## config.mk

```make
export PLATFORM = sky130hd
export DESIGN_NAME = seg_scan_capture
export DESIGN_NICKNAME = d
export VERILOG_FILES = /design/src/rtl/seg7_defs.sv /design/src/rtl/seg7_decode.sv /design/src/rtl/seg_scan_capture.sv
export SDC_FILE = /design/constraint.sdc
export NUM_CORES = 1
export LEC_CHECK = 0
export ABC_AREA = 1
export BUFFER_PORTS_ARGS = -buffer_cell sky130_fd_sc_hd__buf_2
export CAP_MARGIN = 10
export CORE_MARGIN = 1
export CORE_UTILIZATION = 57
export CTS_CLUSTER_SIZE = 16
export DETAILED_ROUTE_END_ITERATION = 8
export MAX_ROUTING_LAYER = met4
export PLACE_DENSITY = 0.89
export SLEW_MARGIN = 10
export SYNTH_ARGS = -nofsm -noshare
export SYNTH_HDL_FRONTEND = slang
export SYNTH_SLANG_ARGS = --single-unit
```

## constraint.sdc

```tcl
create_clock -name CP_1MHz -period 2.55 [get_ports CP_1MHz]
set_clock_uncertainty 0.05 [all_clocks]
set_input_delay 0.1275 -clock CP_1MHz [delete_from_list [all_inputs] [get_ports CP_1MHz]]
set_output_delay 0.1275 -clock CP_1MHz [all_outputs]
set_load 0.01 [all_outputs]
```

## src/rtl/seg7_defs.sv

```systemverilog
// Shared 7-segment definitions: one pattern table for the SEG7_LUT encoder and the scan decoder.
// Patterns are active-high {g,f,e,d,c,b,a}.
package seg7_defs;

  localparam int NUM_DIGITS = 8;

  localparam logic [6:0] SEG_0 = 7'h3F;
  localparam logic [6:0] SEG_1 = 7'h06;
  localparam logic [6:0] SEG_2 = 7'h5B;
  localparam logic [6:0] SEG_3 = 7'h4F;
  localparam logic [6:0] SEG_4 = 7'h66;
  localparam logic [6:0] SEG_5 = 7'h6D;
  localparam logic [6:0] SEG_6 = 7'h7D;
  localparam logic [6:0] SEG_7 = 7'h07;
  localparam logic [6:0] SEG_8 = 7'h7F;
  localparam logic [6:0] SEG_9 = 7'h6F;
  localparam logic [6:0] SEG_A = 7'h77;
  localparam logic [6:0] SEG_B = 7'h7C;
  localparam logic [6:0] SEG_C = 7'h39;
  localparam logic [6:0] SEG_D = 7'h5E;
  localparam logic [6:0] SEG_E = 7'h79;
  localparam logic [6:0] SEG_F = 7'h71;

  // True when exactly one active-low digit enable is asserted.
  function automatic logic an_onehot(input logic [NUM_DIGITS-1:0] an);
    logic [NUM_DIGITS-1:0] low;
    low = ~an;
    return (low != 8'h00) && ((low & (low - 8'h01)) == 8'h00);
  endfunction

  function automatic logic [2:0] an_index(input logic [NUM_DIGITS-1:0] an);
    logic [2:0] idx;
    idx = 3'd0;
    for (int i = 0; i < NUM_DIGITS; i++) begin
      if (!an[i]) begin
        idx = i[2:0];
      end else begin
        idx = idx;
      end
    end
    return idx;
  endfunction

endpackage

```

## src/rtl/seg7_decode.sv

```systemverilog
// Combinational 7-segment pattern to hex decoder; hit is low for any pattern outside 0-F
// (including a blank digit).
module seg7_decode
  import seg7_defs::*;
(
  input  logic [6:0] seg,
  output logic [3:0] code,
  output logic       hit
);

  // Pattern lookup against the shared table.
  always_comb begin
    code = 4'h0;
    hit  = 1'b1;
    case (seg)
      SEG_0:   code = 4'h0;
      SEG_1:   code = 4'h1;
      SEG_2:   code = 4'h2;
      SEG_3:   code = 4'h3;
      SEG_4:   code = 4'h4;
      SEG_5:   code = 4'h5;
      SEG_6:   code = 4'h6;
      SEG_7:   code = 4'h7;
      SEG_8:   code = 4'h8;
      SEG_9:   code = 4'h9;
      SEG_A:   code = 4'hA;
      SEG_B:   code = 4'hB;
      SEG_C:   code = 4'hC;
      SEG_D:   code = 4'hD;
      SEG_E:   code = 4'hE;
      SEG_F:   code = 4'hF;
      default: begin
        code = 4'h0;
        hit  = 1'b0;
      end
    endcase
  end

endmodule

```

## src/rtl/seg_scan_capture.sv

```systemverilog
// Monitors a multiplexed 8-digit 7-segment bus, rebuilds per-digit hex/DP values,
// and flags completed scan frames, multi-hot enables and loss of scan activity.
module seg_scan_capture
  import seg7_defs::*;
#(
  parameter int SETTLE_CYC = 4,
  parameter int TIMEOUT    = 4096
) (
  input  logic        CP_1MHz,
  input  logic        nCLR,
  input  logic [7:0]  AN,
  input  logic [6:0]  C,
  input  logic        DP,
  output logic [31:0] oDIGITS,
  output logic [7:0]  oDOT,
  output logic [7:0]  oVALID,
  output logic        oFRAME,
  output logic        oERR,
  output logic        oSTALE
);

  localparam int SW = $clog2(SETTLE_CYC + 1);
  localparam int TW = $clog2(TIMEOUT + 1);
  localparam logic [SW-1:0] SETTLE_MAX = SW'(SETTLE_CYC);
  localparam logic [TW-1:0] TO_MAX     = TW'(TIMEOUT);

  logic [7:0]    r_an, r_an_d;
  logic [6:0]    r_c, r_c_d;
  logic          r_dp, r_dp_d;
  logic [SW-1:0] r_settle;
  logic          r_fired;
  logic [31:0]   r_digits;
  logic [7:0]    r_dot;
  logic [7:0]    r_valid;
  logic [7:0]    r_mask;
  logic          r_frame;
  logic          r_err;
  logic [TW-1:0] r_to;
  logic          r_stale;

  logic          w_change;
  logic          w_eval;
  logic          w_onehot;
  logic          w_cap;
  logic          w_multi;
  logic [2:0]    w_idx;
  logic [3:0]    w_code;
  logic          w_hit;
  logic [TW-1:0] w_to_next;

  seg7_decode u_decode (
    .seg  (~r_c),
    .code (w_code),
    .hit  (w_hit)
  );

  // Dwell evaluation: one decision per stable dwell, taken when the settle count saturates.
  always_comb begin
    w_change  = {r_an, r_c, r_dp} != {r_an_d, r_c_d, r_dp_d};
    w_onehot  = an_onehot(r_an);
    w_idx     = an_index(r_an);
    w_eval    = (r_settle == SETTLE_MAX) && !r_fired;
    w_cap     = w_eval && w_onehot;
    w_multi   = w_eval && !w_onehot && (r_an != 8'hFF);
    if (w_cap) begin
      w_to_next = {TW{1'b0}};
    end else if (r_to != TO_MAX) begin
      w_to_next = r_to + TW'(1);
    end else begin
      w_to_next = r_to;
    end
  end

  // Input registers and their one-cycle-old copies used for change detection.
  always_ff @(posedge CP_1MHz or negedge nCLR) begin
    if (!nCLR) begin
      r_an   <= 8'hFF;
      r_c    <= 7'h7F;
      r_dp   <= 1'b1;
      r_an_d <= 8'hFF;
      r_c_d  <= 7'h7F;
      r_dp_d <= 1'b1;
    end else begin
      r_an   <= AN;
      r_c    <= C;
      r_dp   <= DP;
      r_an_d <= r_an;
      r_c_d  <= r_c;
      r_dp_d <= r_dp;
    end
  end

  // Settle counter; r_fired blocks a second decision until the inputs move again.
  always_ff @(posedge CP_1MHz or negedge nCLR) begin
    if (!nCLR) begin
      r_settle <= {SW{1'b0}};
      r_fired  <= 1'b0;
    end else if (w_change) begin
      r_settle <= {SW{1'b0}};
      r_fired  <= 1'b0;
    end else begin
      if (r_settle != SETTLE_MAX) begin
        r_settle <= r_settle + SW'(1);
      end
      if (w_eval) begin
        r_fired <= 1'b1;
      end
    end
  end

  // Per-digit storage; an unrecognised pattern stores zero and clears the valid bit.
  always_ff @(posedge CP_1MHz or negedge nCLR) begin
    if (!nCLR) begin
      r_digits <= 32'h0000_0000;
      r_dot    <= 8'h00;
      r_valid  <= 8'h00;
    end else if (w_cap) begin
      r_digits[{w_idx, 2'b00} +: 4] <= w_hit ? w_code : 4'h0;
      r_valid[w_idx]                <= w_hit;
      r_dot[w_idx]                  <= ~r_dp;
    end
  end

  // Frame mask: a full mask pulses oFRAME and clears on the following edge.
  always_ff @(posedge CP_1MHz or negedge nCLR) begin
    if (!nCLR) begin
      r_mask  <= 8'h00;
      r_frame <= 1'b0;
    end else if (r_mask == 8'hFF) begin
      r_mask  <= 8'h00;
      r_frame <= 1'b1;
    end else begin
      r_frame <= 1'b0;
      if (w_cap) begin
        r_mask[w_idx] <= 1'b1;
      end
    end
  end

  // Sticky multi-hot error and saturating inactivity timer.
  always_ff @(posedge CP_1MHz or negedge nCLR) begin
    if (!nCLR) begin
      r_err   <= 1'b0;
      r_to    <= {TW{1'b0}};
      r_stale <= 1'b0;
    end else begin
      if (w_multi) begin
        r_err <= 1'b1;
      end
      r_to    <= w_to_next;
      r_stale <= (w_to_next == TO_MAX);
    end
  end

  assign oDIGITS = r_digits;
  assign oDOT    = r_dot;
  assign oVALID  = r_valid;
  assign oFRAME  = r_frame;
  assign oERR    = r_err;
  assign oSTALE  = r_stale;

endmodule

```

# Word-level counts from Yosys, hierarchy flattened
# Cells that the tools add are included.
[totals]
elab_cells = 90
regBits = 108
out_inout_bits = 51
in_bits = 18
[classes]
n_shift = 2
order_cmp = 2
bitwise_logic = 5
addsub = 4
mux = 24
n_reduce_logical = 14
n_eq_ne = 23
[op_table]
columns = ["cell", "n"]
rows = [
  ["$eq A7 B7 Y1 const B", 12],
  ["$pmux W4 S15", 1],
  ["$bwmux W32", 1],
  ["$shift A4 B7 Y32 const A", 1],
  ["$shiftx A4 B7 Y32", 1],
  ["$mux W13", 2],
  ["$mux W3", 6],
  ["$bwmux W8", 2],
  ["$mux W8", 2],
  ["$ne A16 B16 Y1", 1],
  ["$reduce_or A16 Y1", 1],
  ["$eq A7 B3 Y1 const B", 2],
  ["$eq A7 B6 Y1 const B", 2],
  ["$add A13 B1 Y13 const B", 1],
  ["$eq A13 B13 Y1 const B", 1],
  ["$ne A13 B13 Y1 const B", 1],
  ["$and A8 B8 Y8", 1],
  ["$eq A8 B8 Y1 const B", 1],
  ["$logic_not A8 Y1", 1],
  ["$ne A8 B8 Y1 const B", 1],
  ["$not A8 Y8", 1],
  ["$or A8 B8 Y8", 1],
  ["$reduce_bool A8 Y1", 1],
  ["$sub A8 B1 Y8 const B", 1],
  ["other kinds (15)", 29],
]

# Longest topological paths before layout
[logic_depth]
depth_word = 14
depth_mapped = 14
mapped_depth_nobuf = 14

# Modules after synthesis
# A second synthesis with hierarchy kept.
[hier_totals]
hier_cells = 618
area_unflattened_um2 = 5192.5
[by_module_without_submodules]
columns = ["module", "n_inst", "area_per_inst_um2", "seq_area_each_um2", "cells_each"]
rows = [
  ["seg_scan_capture", 1, 4808.4, 2742.6, 528],
  ["seg7_decode", 1, 384.1, 0.0, 90],
]

# Least setup slack after synthesis
# OpenSTA, ideal clock, no wires.
[synth_timing]
path_type = "reg2reg"
startpoint = "register r_an[2]"
endpoint = "register r_digits[8] (netlist: oDIGITS[8])"
arrival_time_ns = 2.182
n_path_buf = 0
setup_time_ns = 0.117
synth_period_minus_slack_ns = 2.350
required_ns = 2.383
stages_incl_launch_ff = 13
setup_slack_ns = 0.200
cell_sequence = "dfstp_2 > inv_1 > nor2_1 > o21ai_1 > nand2_1 > nand2_4 > ha_1 > ha_1 > inv_1 > a21oi_1 > nand3_2 > o21ai_1 > inv_1"
[synth_via]
elab_chain_cells = 9
word_cells_on_any_way = 17
classes_between = "add/sub (2); shift (2); mux (7); bitwise (2); reduce/logical (4)"
[synth_rtl]
columns = ["item", "line_no", "text"]
rows = [
  ["start: declaration", "seg_scan_capture.sv:27", "logic [7:0] r_an, r_an_d;"],
  ["start signal: assignment", "seg_scan_capture.sv:77", "r_an <= 8'hFF;"],
  ["start signal: assignment", "seg_scan_capture.sv:84", "r_an <= AN;"],
  ["$mux W2 (2 in a row)", "seg7_defs.sv:35", "if (!an[i]) begin"],
  ["$mux W3 (4 in a row)", "seg7_defs.sv:35", ""],
  ["$neg A5 Y7", "seg_scan_capture.sv:118", "r_digits[{w_idx, 2'b00} +: 4] <= w_hit ? w_code : 4'h0;"],
  ["$shiftx A4 B7 Y32 or $shift A4 B7 Y32 (tied branches)", "seg_scan_capture.sv:118", ""],
  ["$bwmux W32", "seg_scan_capture.sv:118", ""],
  ["end signal: indexed assignment", "seg_scan_capture.sv:118", ""],
  ["end: declaration", "seg_scan_capture.sv:32", "logic [31:0] r_digits;"],
]
# Several ways; a longest one is shown, not always the timed one.
# A chain may end at the register's enable or synchronous reset.

# Worst setup path after layout
[layout_timing]
startpoint = "register r_an[4]"
endpoint = "register r_digits[7] (netlist: oDIGITS[7])"
[layout_via]
elab_chain_cells = 7
word_cells_on_any_way = 15
classes_between = "add/sub (2); shift (2); mux (5); bitwise (2); reduce/logical (4)"
[layout_rtl]
columns = ["item", "line_no"]
rows = [
  ["$mux W3 (4 in a row)", "seg7_defs.sv:35"],
  ["$neg A5 Y7", "seg_scan_capture.sv:118"],
  ["$shiftx A4 B7 Y32 or $shift A4 B7 Y32 (tied branches)", "seg_scan_capture.sv:118"],
  ["$bwmux W32", "seg_scan_capture.sv:118"],
]
# Several ways; a longest one is shown, not always the timed one.

==> results.json <==
{
  "maxCapViolCount": 0,
  "drt-total-wl_mm": 11.0,
  "rsz0062_at_grt": "yes",
  "grt_pass1_wl_mm": 18.0,
  "port_buffers": 68,
  "antenna_cells": 0,
  "clkLatencyLatePin_ns": 0.37,
  "worst_setup_path_end_kind": "register",
  "synth_cells": 576,
  "cts.clk_slew.worst_paths_ns": 0.10,
  "vdd_ir_drop_max_uv": 383,
  "synth_top_cell_by_area": "dfrtp_1",
  "grt_max_degree": 56,
  "cts_tree": "done",
  "seq_area_um2": 2740,
  "setup_violations": 0,
  "fin_crit_ns": 2.42,
  "max_stage_delay_ns": 0.59,
  "p_per_area_nw_per_um2": 511,
  "drt_iter0_markers": 257,
  "cts_setup_buffers": 0,
  "cp-start-kind": "register",
  "finalNetCount": 703,
  "cp_max_fo": 6,
  "final_hold_viol_count": 0,
  "syn_area_um2": 4990,
  "crit_chain": "nand2_1, inv_1, a21oi_1, ha_1, inv_1, nor3_2, nand3_1, nand2_1, o21ai_0",
  "die_width_um": 95.5,
  "postRouteAntennaNets": 0,
  "antenna_found_initial": 0,
  "cts_buffers": 9,
  "arrival_ns": 2.63,
  "worst_slew_pin_slew_ns": 0.591,
  "timing.final.crit_share_pct": 95.0,
  "place_congestion": 0.899,
  "routed-via-count": 4272,
  "wire_per_inst_um": 13.9,
  "cts_buffer_depth": 2,
  "multi_input_area_um2": 1920,
  "path_class": "register to register",
  "slew_viol_final": 0,
  "synth_warnings": 0,
  "die_h_um": 95.5,
  "fin_total_pwr_uw": 3030,
  "fmax_mhz": 413,
  "initial_core_util_pct": 59.8,
  "whs_ns": 0.141,
  "cp.required_ns": 2.76,
  "yosysTopAreaCellShare_pct": 38.1,
  "async_flop_share_pct": 100,
  "hp-class": "input port to async pin",
  "cts_root_buf": "clkbuf_8",
  "syn2layout_area_growth_pct": 18.7,
  "synthesis.area_per_instance_um2": 8.66,
  "cts.sinks": 108,
  "fill_cells": 629,
  "status": "finished, final reports clean",
  "synth_fp_nets": 600,
  "synth_edf_count": 0,
  "dr.pass1.iters": 5,
  "critPathSlowestCell": "dfstp_2",
  "synth-seq-cells": 108,
  "ys.flop_type": "dfrtp_1",
  "p_leak_uw": 0.00310,
  "htree_levels": 3,
  "overflow": 0,
  "grt.total_usage_pct": 26.5,
  "grt_pass1_vias": 4024,
  "fp.coreArea_um2": 8340,
  "synth.distinct_cells": 32,
  "reg2reg_depth": 9,
  "fp.dieArea_um2": 9130,
  "drive_gt1_share_pct": 23.1,
  "drc": 0,
  "ys_seq_area_share_pct": 55.0,
  "slew_headroom_pct": 60.4,
  "synth_area_leaders": "dfrtp_1 (38%), dfstp_2 (17%), nand2_1 (12%), inv_1 (5.9%), nand3_1 (4.2%)",
  "hpwl_mm": 7.99,
  "via_per_inst": 5.41,
  "placementRows": 33,
  "io_pins": 69
}
==> stage by stage <==
| step | instances | area [µm²] | TNS (ns) | util, % | setup WS (ns) |
|---|---|---|---|---|---|
| floorplan | 576 | 4990 | 0 | - | 0.200 |
| global placement | 756 | 5530 | 0 | 66.3 | 0.240 |
| detailed placement | 756 | 5530 | 0 | 66.3 | 0.103 |
| CTS | 789 | 5890 | 0 | 70.7 | 0.0473 |
| global route | 789 | 5920 | -0.262 | 71.0 | -0.0532 |
| finish | 789 | 5920 | 0 | 71.0 | 0.128 |
==> worst paths after layout <==
path | start | end | slack (ns)
min in group CP_1MHz | C[3] | r_c[3]$_DFF_PN1_ | 0.34
max | r_an[4]$_DFF_PN1_ | oDIGITS[7]$_DFFE_PN0P_ | 0.13
max reg2reg | r_an[4]$_DFF_PN1_ | oDIGITS[7]$_DFFE_PN0P_ | 0.13
min | nCLR | oFRAME$_DFF_PN0_ | 0.14
min reg2reg | r_an[3]$_DFF_PN1_ | r_an_d[3]$_DFF_PN1_ | 0.35
max in group asynchronous | nCLR | oDIGITS[28]$_DFFE_PN0P_ | 1.61
==> placed cells by master, fill, tap and decap left out, types with 8 or more instances in the layout <==
| cell | count |
|---|---|
| a21oi_1 | 16 |
| dlygate4sd3_1 | 17 |
| nand2_1 | 156 |
| o21ai_1 | 14 |
| nor3_1 | 8 |
| buf_4 | 12 |
| dfrtp_1 | 76 |
| clkbuf_8 | 10 |
| buf_2 | 67 |
| dfstp_2 | 32 |
| nand3_1 | 42 |
| o21ai_0 | 18 |
| xnor2_1 | 14 |
| nor2_1 | 49 |
| nand4_1 | 18 |
| inv_1 | 78 |
| xor2_1 | 10 |
==> registers in the layout, summed over array words and instances (netlist names), 3 cells and up <==
name,cells
r_c_d,7
oDIGITS,32
r_to,13
r_settle,3
oDOT,8
r_an_d,8
r_mask,8
r_an,8
r_c,7
oVALID,8
==> critical path, delay by kind of cell, from the launching register on <==
family / cells / cell delay (ns)
AO/OA/AOI/OAI: 2 / 0.19
buffers and inverters: 2 / 0.25
AND/OR/NAND/NOR: 4 / 0.78
flip-flops: 1 / 0.59
adder cells (fa/ha/maj): 1 / 0.44
==> logic make-up (layout without fill, tap and decap cells) <==
| group | Yosys count | after routing | synth area share (%) |
|---|---|---|---|
| AOI/OAI and AO/OA | 54 | 54 | 5.70 |
| xor gates and xnor gates | 24 | 24 | 4.21 |
| adders and majority gates | 6 | 6 | 1.51 |
| buffers and inverters | 89 | 197 | 7.07 |
| DFF | 108 | 108 | 55.0 |
| and+or+nand+nor | 295 | 295 | 26.5 |
==> where the power goes <==
| group | switching (µW) | internal, µW | leakage [µW] | total [µW] |
|---|---|---|---|---|
| Clock | 570 | 447 | 0.000102 | 1020 |
| Combinational | 134 | 84.2 | 0.00161 | 218 |
| Sequential | 31.6 | 1760 | 0.00138 | 1790 |
| Total | 736 | 2290 | 0.00310 | 3030 |
==> cell usage after synthesis (all sizes together) (2+ instances only) <==
cell,instances
o21ai,32
nor3,12
dfrtp,76
nand3,45
inv,83
a21oi,18
nand2,160
nand4,18
nor4,3
dfstp,32
ha,6
xor2,10
buf,4
xnor2,14
o211ai,2
nor2,56
==> layer usage <==
layer  wire (µm)  GRT usage (%)
met5           0              -
met4         235           8.21
met3         591           5.34
met2        5510           44.4
met1        4640           32.4
==> area by class of cell <==
type,instances,share of cell area [%]
Clock buffer,12,2.81
Clock inverter,4,0.486
Inverter,84,5.35
Multi-Input combinational cell,379,32.4
Sequential cell,108,46.3
Tap cell,105,2.22
Timing Repair Buffer,97,10.4
==> what timing repair did <==
item / in CTS / in global routing
endpoints found under the setup margin: 0 / 14
resized for setup: 0 / 7
hold endpoints to repair: 61 / 0
hold buffers: 17 / 0
(Power assumes the default switching activity.)
